<file path="src/rtl/output_port_arbiter.sv">
// Output-port arbiter: round-robin over four path-computation requesters,
// buffering accepted packets (with source ID and input index) in a small FIFO.
module output_port_arbiter #(
    parameter int WIDTH = 11,
    parameter int ID_W  = 3,
    parameter int N_IN  = 4,
    parameter int DEPTH = 4,
    parameter int CNT_W = 16
) (
    input  logic                   clk,
    input  logic                   rst_n,
    input  logic [N_IN-1:0]        in_valid,
    output logic [N_IN-1:0]        in_ready,
    input  logic [N_IN*WIDTH-1:0]  in_data,
    input  logic [N_IN*ID_W-1:0]   in_id,
    output logic                   out_valid,
    input  logic                   out_ready,
    output logic [WIDTH-1:0]       out_data,
    output logic [ID_W-1:0]        out_src_id,
    output logic [1:0]             out_in_idx,
    output logic [CNT_W-1:0]       fwd_count,
    output logic [$clog2(DEPTH):0] fifo_level
);
    localparam int PTR_W = $clog2(DEPTH);
    localparam int ENT_W = WIDTH + ID_W + 2;
    localparam logic [PTR_W:0] FULL_LVL = (PTR_W + 1)'(DEPTH);

    logic [ENT_W-1:0] mem [DEPTH];
    logic [PTR_W-1:0] wr_ptr;
    logic [PTR_W-1:0] rd_ptr;
    logic [1:0]       rr_ptr;
    logic [1:0]       grant;
    logic [1:0]       cand;
    logic             grant_found;
    logic             full;
    logic             push;
    logic             pop;
    logic [ENT_W-1:0] head;

    // Scan the requesters starting at rr_ptr; the first valid one wins.
    always_comb begin
        grant       = 2'd0;
        grant_found = 1'b0;
        cand        = 2'd0;
        for (int k = 0; k < N_IN; k++) begin
            cand = rr_ptr + 2'(k);
            if (!grant_found && in_valid[cand]) begin
                grant       = cand;
                grant_found = 1'b1;
            end
        end
    end

    assign full      = (fifo_level == FULL_LVL);
    assign push      = rst_n & grant_found & ~full;
    assign out_valid = (fifo_level != '0);
    assign pop       = out_valid & out_ready;

    always_comb begin
        in_ready = '0;
        if (push) begin
            in_ready[grant] = 1'b1;
        end
    end

    assign head       = mem[rd_ptr];
    assign out_data   = head[ENT_W-1 -: WIDTH];
    assign out_src_id = head[2 +: ID_W];
    assign out_in_idx = head[1:0];

    // Storage is cleared on reset so the head reads zero and no stale packet survives.
    always_ff @(posedge clk or negedge rst_n) begin
        if (!rst_n) begin
            for (int i = 0; i < DEPTH; i++) begin
                mem[i] <= '0;
            end
            wr_ptr     <= '0;
            rd_ptr     <= '0;
            rr_ptr     <= 2'd0;
            fifo_level <= '0;
            fwd_count  <= '0;
        end else begin
            if (push) begin
                mem[wr_ptr] <= {in_data[int'(grant)*WIDTH +: WIDTH],
                                in_id[int'(grant)*ID_W +: ID_W], grant};
                wr_ptr      <= wr_ptr + 1'b1;
                rr_ptr      <= grant + 2'd1;
            end
            if (pop) begin
                rd_ptr    <= rd_ptr + 1'b1;
                fwd_count <= fwd_count + 1'b1;
            end
            case ({push, pop})
                2'b10:   fifo_level <= fifo_level + 1'b1;
                2'b01:   fifo_level <= fifo_level - 1'b1;
                default: fifo_level <= fifo_level;
            endcase
        end
    end

endmodule
</file>
<file path="config.mk">
export PLATFORM = sky130hd
export DESIGN_NAME = output_port_arbiter
export DESIGN_NICKNAME = d
export VERILOG_FILES = /design/src/rtl/output_port_arbiter.sv
export SDC_FILE = /design/constraint.sdc
export NUM_CORES = 1
export LEC_CHECK = 0
export ABC_CLOCK_PERIOD_IN_PS = 2200
export CAP_MARGIN = 20
export CORE_MARGIN = 4
export CORE_UTILIZATION = 46
export DETAILED_ROUTE_END_ITERATION = 8
export PLACE_DENSITY = 0.75
export REMOVE_ABC_BUFFERS = 1
export SYNTH_ARGS = -nofsm -noshare
export SYNTH_HDL_FRONTEND = slang
export SYNTH_SLANG_ARGS = --single-unit
</file>
<file path="constraint.sdc">
create_clock -name clk -period 2.2 [get_ports clk]
set_input_delay 0.33 -clock clk [delete_from_list [all_inputs] [get_ports clk]]
set_output_delay 0.33 -clock clk [all_outputs]
set_load 0.01 [all_outputs]
</file>
# Word-level counts from Yosys, hierarchy flattened

Index checks and enable logic that the tools add are counted.

Add/subtract/negate cells: 9
Multipliers: 2
Magnitude comparators: 9
Equal/unequal tests: 3
Shift operators: 2
Mux-type cells: 26
Bitwise logic cells: 6
Reduce and logical (&&, ||, !) cells: 10

Operators by type and width:

| kind                                                                          | number |
|---|---|
| 64-bit bitwise mux                                                            | 1 |
| 16-bit 2-to-1 mux                                                             | 3 |
| 44-bit by 7-bit variable part select with 11-bit output                       | 1 |
| 16-bit binary-select mux with 2-bit select                                    | 1 |
| 16-bit demux with 2-bit select                                                | 1 |
| 16-bit by 1-bit adder with 16-bit output (second input constant)              | 1 |
| 2-bit by 3-bit less-than comparator with 1-bit output (second input constant) | 5 |
| 12-bit by 5-bit variable part select with 3-bit output                        | 1 |
| 1-bit 2-to-1 mux                                                              | 9 |
| 2-bit by 1-bit adder with 2-bit output (second input constant)                | 4 |
| 1-bit binary-select mux with 2-bit select                                     | 4 |
| 2-bit 2-to-1 mux                                                              | 4 |
| 3-bit >= comparator (second input constant)                                   | 2 |
| 2-bit by 4-bit multiplier with 6-bit output (second input constant)           | 1 |
| 2-bit inverter with 3-bit output                                              | 2 |
| 3-bit case mux with 2 select lines                                            | 1 |
| 1-bit logical AND                                                             | 5 |
| 2-bit adder (second input constant)                                           | 2 |
| 2-bit by 2-bit multiplier with 4-bit output (second input constant)           | 1 |
| 4-bit 2-to-1 mux                                                              | 1 |
| 3-bit by 1-bit adder with 3-bit output (second input constant)                | 1 |
| 1-bit AND                                                                     | 3 |
| 3-bit == test (second input constant)                                         | 1 |
| 1-bit logical NOT                                                             | 3 |
| 9 further kinds                                                               | 9 |

Register bits: 89
Input bits: 63
Output and inout bits: 40
Word-level logic and storage cells: 76

# Logic depth before layout (Yosys ltp)

Depth in word-level cells: 17
Depth in mapped cells: 11
Depth with buffers taken out: 9

# Least setup slack after synthesis

OpenSTA, ideal clock, no wires.

Kind: reg-to-reg
From: reg fifo_level[1]
To: reg fifo_level[2]
Setup time: 0.079 ns
Arrival time: 2.388 ns
Data required time: 2.121 ns
Path slack: -0.267 ns
Cell stages (with the launch flop): 12
Path buffers: 2
Period minus slack after synthesis: 2.467 ns
Path through: dfrtp_1 > or3b_2 > and3_4 > buf_12 > buf_6 > inv_2 > ha_1 > inv_1 > fa_1 > xor2_1 > nor2_1 > xor2_1

Longest elaborated chain between the ends: 5
Elaborated cells between the ends (all ways): 11
Those cells by class: 2 x add/sub; 3 x eq/ne; 1 x mux; 3 x bitwise; 2 x reduce/logical

Ends and longest elaborated chain:

| item                                                                      | line | source |
|---|---|---|
| from (decl)                                                               | 22   | `output logic [$clog2(DEPTH):0] fifo_level` |
| from (signal assigned)                                                    | 94   | `2'b10: fifo_level <= fifo_level + 1'b1;` |
| from (signal assigned)                                                    | 95   | `2'b01: fifo_level <= fifo_level - 1'b1;` |
| from (signal assigned)                                                    | 96   | `default: fifo_level <= fifo_level;` |
| 3-bit == test                                                             | 54   | `assign full = (fifo_level == FULL_LVL);` |
| 1-bit inverter                                                            | 55   | `assign push = rst_n & grant_found & ~full;` |
| 1-bit AND                                                                 | 55   |  |
| 2-bit by 1-bit == test with 1-bit output or 2-bit == test (tied branches) | 93   | `case ({push, pop})` |
| 3-bit case mux with 2 select lines or 2-bit nonzero test (tied branches)  | n/a  |  |

Several ways; a longest one is shown, not always the timed one.
A chain may end at the register's enable or synchronous reset.

# Worst setup path in the final report

From: reg rr_ptr[1]
To: out in_ready[1]

Longest elaborated chain between the ends: 17
Elaborated cells between the ends (all ways): 33
Those cells by class: 3 x add/sub; 2 x order compare; 19 x mux; 2 x bitwise; 7 x reduce/logical

Ends and longest elaborated chain:

| item                                                                                                           | line | source |
|---|---|---|
| from (decl)                                                                                                    | 31   | `logic [1:0] rr_ptr;` |
| from (signal assigned)                                                                                         | 87   | `rr_ptr <= grant + 2'd1;` |
| parallel branches: the longest is 16 deep, another holds 2-bit by 3-bit less-than comparator with 1-bit output | n/a  |  |
| 4-bit 2-to-1 mux (*)                                                                                           | 61   | `if (push) begin` |
| to (decl)                                                                                                      | 13   | `output logic [N_IN-1:0] in_ready,` |

Every way passes the cells marked *. The select of a mux whose other input is x is not followed.

==> results.txt <==
- Outcome: finished clean
- The clock net in this run drives a total of 89 sinks.
- From synthesis to final layout, the design area changed by 38.87%.
* Slew of the pin with the lowest slew margin: 0.7128 ns
- Summed over all nets, the switching power comes to 0.003101 W.
- Worst slack on hold paths: 0.1618 ns
- Yosys top cell area share: 47.39%
* Final Hold Vio Count: 0
* Dpl cell area: 6190 sq um
- From bottom edge to top edge, the die measures 109.1 microns.
- DRC violation count after routing: 0
* Clock share of power: 13.0%
- Headroom to the max-slew limit came out at 52.48%.
* Net Sw Frac: 37.52%
- The finished cells cover 6526 sq um.
- Sort of element at the start of the critical path: register
- Final Setup Violations: 0
- The biggest area contributor in the post-synthesis netlist is sky130_fd_sc_hd__dfrtp_1.
- Entering global routing, the biggest net connects 57 pins.
- Layout cells sized above 1: between 20 and 25%
- After detailed placement, the design holds a cell count of 658.
- Minimum clock period: 2.133 ns
* Distinct cell type count after synthesis: 47
- During placement, the flow inserted port buffers numbering 102.
- Final count of pins violating max slew: 0
- Post-layout worst setup margin: 0.06665 ns
* Maximum vdd drop: 676.4 uV
- Required arrival time at the worst endpoint: 1.87 ns
* Maximum capacitance violations: 0
* Worst setup slack after placement: -0.5301 ns
* Post-synthesis async set-or-reset flop share: 100.0%
- The critical path in this run is classified as reg2out.
- Sequential cells account for about 34% of the total power.
* Yosys warning count: 0
* Worst skew pair latency: 0.36 ns
* Main area contributors after synthesis: sky130_fd_sc_hd__dfrtp_1 47%, sky130_fd_sc_hd__o221ai_1 10%, sky130_fd_sc_hd__mux4_2 7.7%
* Core footprint: 9864 sq um
- At the end of routability-driven placement, the weighted congestion stood at between 0.7 and 0.8.
- In this run the power density over the cells is approximately 1300 nW/um^2.
* Clock root buffer master: sky130_fd_sc_hd__clkbuf_8
- Sequential element share of the synthesized area: 47.39%
- Routed Antenna Nets: 0
- Detail-routed via count per cell: 5.724
- Synth Area per Inst: 12.08 sq um
* Part of the total power dissipated in combinational logic: ~53%
* Final wirelength: 12940 microns
* Width of the chip: 109.1 microns
- Excluding fillers, the count of instances in the completed layout stands at between 600 and 700.
* Leakage: a little under 3 nW
- In the synthesized netlist, the number of instances is 389.
* Drt first-iter violations: 265
- Avg WL per Cell: 18.89 microns
* Endpoint type of the worst setup path: primary output
- Worst setup skew after layout: 0.009159 ns
- Classification of the worst-slack hold path: in2async
- Number of CTS-inserted buffers: 9
* Internal power component: slightly above 0.005 W
- Wire length of the first global-routing pass: 20310 microns
- Among all flip-flop cells after synthesis, the most frequent one is sky130_fd_sc_hd__dfrtp_1.
- The first TritonRoute pass finished after 6 iterations.
* NumNets Final: 621
- Detailed placer's ending HPWL: 8718 microns
- The number of global-route vias before repair was 4100.
- Overall Global Routing Usage: 22.05%
- GR Overflow Total: 0
- The floorplan has 36 rows.
- Antenna violations before repair: 0
- Clock-pin slew was measured on the worst setup and hold paths at 0.10 ns.
- Antenna diode instance count: 0
* Reg-to-Reg Start: fifo_level[1]$_DFFE_PN0P_
- Tcrit/Tclk final: 96.97%
- Based on the critical path, the design can be clocked at up to 468.7 MHz.
- TritonCTS built the clock tree.
* Launch point of the worst path: rr_ptr[1]$_DFFE_PN0P_
- Counting flops and latches in the post-synthesis netlist gives 89.
* Post-Synthesis Cell Area: 4700 sq um
- Maximum clock path buffer count: 2
- The clock tree synthesis step divided the H-tree into 3 levels.
- Number of enable-type register cells in the synthesized netlist: 0
- The floorplan step defined a die boundary enclosing between 10000 and 15000 sq um.
- Critical path fanouts, max: 5
* Via total after detailed routing: 3921
- Total I/O pin count: 103
* Critical path arrival: 1.80 ns
- Initial core utilization: a little under half
[cells in the mapped netlist, types with 2 or more instances]
cell type	number
sky130_fd_sc_hd__mux2i_1	29
sky130_fd_sc_hd__ha_1	10
sky130_fd_sc_hd__o21ai_1	5
sky130_fd_sc_hd__or2_1	2
sky130_fd_sc_hd__buf_4	2
sky130_fd_sc_hd__nor3_1	2
sky130_fd_sc_hd__nand2_8	4
sky130_fd_sc_hd__a21oi_1	2
sky130_fd_sc_hd__xor2_1	10
sky130_fd_sc_hd__or2_4	2
sky130_fd_sc_hd__nor2_1	2
sky130_fd_sc_hd__and4_1	3
sky130_fd_sc_hd__mux4_2	16
sky130_fd_sc_hd__buf_2	10
sky130_fd_sc_hd__nand3_1	9
sky130_fd_sc_hd__and2_1	4
sky130_fd_sc_hd__buf_6	10
sky130_fd_sc_hd__o221ai_2	2
sky130_fd_sc_hd__inv_2	3
sky130_fd_sc_hd__o221ai_1	54
sky130_fd_sc_hd__nand2_1	76
sky130_fd_sc_hd__xnor2_1	11
sky130_fd_sc_hd__inv_1	7
sky130_fd_sc_hd__dfrtp_1	89
sky130_fd_sc_hd__and3_1	3
[flip-flops by register name, summed over array words and instances (netlist names)]
register and cells:
mem 64, rr_ptr 2, fifo_level 3, wr_ptr 2, fwd_count 16, rd_ptr 2
[area by class of cell]
class	count	area, sq um
clock buffer	11	151.4
tap	133	166.4
inverter	10	40.04
sequential	89	2230
fill	722	3338
clock inverter	5	37.54
multi-input combinational	264	2251
timing repair buffer	173	1650
[power by group through the flow]
stage                     Clock (W)  Combinational, W  Sequential [W]
after CTS                   0.00109           0.00428         0.00276
final                       0.00108           0.00442         0.00277
after detailed placement          0           0.00431         0.00277
after floorplan                   0           0.00225         0.00280
after global routing        0.00117           0.00479         0.00285
after global placement            0           0.00417         0.00273
[layout by cell type (no fill, tap or decap), types with 3 or more instances in the layout]
master                            Yosys  routed
sky130_fd_sc_hd__buf_4                2      63
sky130_fd_sc_hd__nand2_1             76      76
sky130_fd_sc_hd__inv_1                7       7
sky130_fd_sc_hd__and4_1               3       3
sky130_fd_sc_hd__o21ai_1              5       5
sky130_fd_sc_hd__clkbuf_8             0      11
sky130_fd_sc_hd__clkdlybuf4s15_1      0      16
sky130_fd_sc_hd__dfrtp_1             89      87
sky130_fd_sc_hd__ha_1                10       9
sky130_fd_sc_hd__clkdlybuf4s50_1      0      77
sky130_fd_sc_hd__and2_1               4       4
sky130_fd_sc_hd__mux4_2              16      16
sky130_fd_sc_hd__xnor2_1             11      11
sky130_fd_sc_hd__and3_1               3       3
sky130_fd_sc_hd__xor2_1              10      10
sky130_fd_sc_hd__nand3_1              9       9
sky130_fd_sc_hd__mux2i_1             29      28
sky130_fd_sc_hd__nand2_8              4       4
sky130_fd_sc_hd__o221ai_1            54      54
sky130_fd_sc_hd__buf_2               10       3
sky130_fd_sc_hd__buf_12               1       6
[final timing paths]
kind                       cells after the start  slack (ns)                         to
setup / recovery                               7        0.07                in_ready[1]
hold / removal                                 2        0.16        mem[22]$_DFFE_PN0P_
setup reg to reg                               9        0.07  fifo_level[2]$_DFFE_PN0P_
hold reg to reg                                1        0.48  fwd_count[15]$_DFFE_PN0P_
max in group asynchronous                      3        1.07      rd_ptr[0]$_DFFE_PN0P_
min in group clk                               1        0.48  fwd_count[15]$_DFFE_PN0P_
[logic make-up (layout without fill, tap and decap cells)]
group	Yosys count	after routing	synth area share (%)
AO/OA/AOI/OAI	70	70	13.23
XOR/XNOR	21	21	3.914
adder cells (fa/ha/maj)	11	11	3.088
buffers and inverters	36	199	5.484
flip-flops	89	89	47.39
multiplexers	47	47	14.32
AND/OR/NAND/NOR	115	115	12.57
[metal layers]
layer	global-route usage, %	part of all wire [%]	up-vias
li1	-	-	1767
met1	28.67	40	1928
met2	37.15	50	204
met3	5.388	8.6	22
met4	5.500	0.99	0
met5	0	0	-
[stage by stage]
step / util, % / setup TNS [ns] / power (W)
floorplan: - / -0.7276 / 0.005052
global placement: 62.75 / -13.67 / 0.006902
detailed placement: 62.75 / -19.76 / 0.007081
CTS: 65.27 / -0.04256 / 0.008126
global route: 66.16 / -0.02934 / 0.008809
finish: 66.16 / 0 / 0.008265
[critical path, stage by stage (launching register included)]
cell and delay [ns]:
sky130_fd_sc_hd__dfrtp_2 0.46, sky130_fd_sc_hd__a21oi_2 0.14, sky130_fd_sc_hd__o21a_1 0.16, sky130_fd_sc_hd__o22ai_4 0.09, sky130_fd_sc_hd__buf_4 0.15, sky130_fd_sc_hd__ha_1 0.17
sky130_fd_sc_hd__and2_1 0.14, sky130_fd_sc_hd__buf_2 0.14
[what timing repair did]
action / in CTS / in global routing
pin swaps: 7 / 9
cloned: 1 / 1
setup buffers: 6 / 4
setup endpoints to repair: 21 / 38
gates resized for setup: 40 / 24
hold buffers: 0 / 0
No activity file was read; power rests on OpenSTA's default activity.
==> variant, RTL diff (config.mk and constraints unchanged) <==
Change the parameter `WIDTH` from 11 to 9.
--- a/src/rtl/output_port_arbiter.sv
+++ b/src/rtl/output_port_arbiter.sv
@@ -3,3 +3,3 @@
 module output_port_arbiter #(
-    parameter int WIDTH = 11,
+    parameter int WIDTH = 9,
     parameter int ID_W  = 3,
Interface: changed (resized in_data and out_data); port bits go from 103 to 93. No check against the original RTL was run, so the function may have changed too.
==> variant against the unedited design <==
  * Power is 10% lower
  * Setup slack better by 0.017 ns
  * Critical path type unchanged
  * Sequential cell count down 8
  * Final area decreased by 7.6%
  * Wire length fell by 13%
  * Sequential share of layout area is 0.50 points lower
  * Fmax rose by 0.79%
  * Area after synthesis is 9.4% lower
==> variant: results (changes against the unedited design) <==
[timing]
hold_ws_ns=0.469  ; +0.307 ns
skew_ns=0.0121  ; +0.00298 ns
slew_headroom=0.755  ; +0.230

[final_layout]
top_regs=mem: 56 flops, fwd_count: 16 flops, fifo_level: 3 flops
diodes=0  ; unchanged
fin_nets=590  ; -5.0%
drive_gt1_frac=0.259  ; +0.0180

[critical_path]
reg2reg_to=mem[24]
reg2reg_from=rr_ptr[1]
ff2ff_path_depth=7  ; -2
r2r_slack_ns=0.13  ; +0.06 ns
critPathKind=flip-flop to primary output
path_max_fanout=5  ; unchanged

[place]
dpl.hpwl_um=8350  ; -4.2%
gp_congestion=0.880  ; +14%
portBuffers=92  ; -9.8%

[global_route]
met1_usage=0.282  ; -0.00488
first_global_vias=3822  ; -6.8%
grt_max_degree=82  ; +44%
use_met3=0.0403  ; -0.0135
grt_first_pass_wirelength_um=19100  ; -6.0%
track_usage=0.214  ; -0.00637
antenna_found_initial=0  ; unchanged
use_met2=0.360  ; -0.0117

[drt]
dr.pass1.iters=4  ; -2
num_vias=3620  ; -7.7%
drt_iter0_markers=210  ; -21%
wl_per_cell_um=17.7  ; -6.4%

[cts]
cts_buffers=9  ; unchanged
clk_pin_slew_worst_paths_ns=0.08  ; -0.02 ns
cts-root-buf=clkbuf_8
h-tree-depth=3  ; unchanged

[synth]
synth_cell_types=44  ; -6.4%
synth_warnings=0  ; unchanged
synthTopCellsByCount=81 x dfrtp_1, 74 x nand2_1, 44 x o221ai_1, 20 x mux2i_1, 17 x xnor2_1
synth-edff-count=0  ; unchanged
synth.yosys.seq_area_share=0.476  ; +0.00228
synthTopCellsByArea=dfrtp_1 48%, o221ai_1 9.1%, mux4_2 7.4%

[pwr]
ir_worst_vdd_uv=852  ; +26%
leakage_nw=2.80  ; -5.9%

[outcome]
status=finished, final reports clean

## variant: cell types whose count changed in the layout (fill, tap and decap cells not counted), moves of 5 or more
| cell | delta |
|---|---|
| clkdlybuf4s15_1 | -16 |
| dlygate4sd2_1 | +14 |
| o221ai_1 | -10 |
| dfrtp_1 | -9 |
| mux2i_1 | -8 |
| clkdlybuf4s50_1 | -7 |
| buf_4 | +6 |
| xnor2_1 | +6 |
| xor2_1 | -6 |
| o21ai_0 | +5 |
| o21ai_1 | -5 |
## variant: worst max-delay path by stage
stage,endpoint,cells after the start
after floorplan,fifo_level[2],9
after global placement,fifo_level[2],10
after detailed placement,fifo_level[2],10
after CTS,fifo_level[2],10
after global routing,in_ready[1],8
final,in_ready[2],7
## variant: kinds of logic after synthesis
| family | after synthesis | synth area share |
|---|---|---|
| AOI/OAI and AO/OA | 69 | 0.145 |
| xor gates and xnor gates | 21 | 0.0432 |
| adders and majority gates | 11 | 0.0341 |
| buffers and inverters | 34 | 0.0400 |
| DFF | 81 | 0.476 |
| muxes | 39 | 0.138 |
| and+or+nand+nor | 112 | 0.124 |
## variant: metrics by stage
| step | utilization | std cells | setup WS [ns] | area [µm²] |
|---|---|---|---|---|
| floorplan | - | 345 | -0.173 | 4130 |
| global placement | 0.654 | 617 | -0.411 | 5790 |
| detailed placement | 0.654 | 617 | -0.430 | 5790 |
| CTS | 0.676 | 634 | 0.0160 | 5980 |
| global route | 0.682 | 637 | -0.00402 | 6030 |
| finish | 0.682 | 637 | 0.0833 | 6030 |
## variant: worst max-delay path: stages (launching register included)
cell and delay (ns):
dfrtp_2 0.45, buf_6 0.14, a21boi_2 0.16, o221a_4 0.23
inv_4 0.04, ha_1 0.16, and3_1 0.13, buf_2 0.13
## variant: repair_timing
item	in CTS	in global routing
endpoints found under the hold margin	0	5
buffers inserted	1	1
hold buffers	0	1
pin swaps	2	5
gates resized for setup	41	3
setup endpoints to repair	19	7
## variant: metal layers
metal	up-vias	share of wire	wire length, µm
met3	14	0.061	690
met5	-	0	0
li1	1690	-	-
met1	1782	0.43	4860
met4	0	0.012	131
met2	134	0.50	5590
## variant: layout make-up
cell class / count / area, µm²
Clock buffer: 10 / 138
Fill cell: 640 / 2820
Timing Repair Buffer: 168 / 1540
Multi-Input combinational cell: 252 / 2070
Sequential cell: 81 / 2030
Tap cell: 108 / 135
Clock inverter: 6 / 66.3
Inverter: 12 / 47.5
## variant: power breakdown
part	total, mW	leakage, nW	internal, mW	switching, mW
Combinational	3.85	1.67	2.06	1.79
Sequential	2.49	1.02	2.10	0.386
Clock	1.10	0.107	0.560	0.540
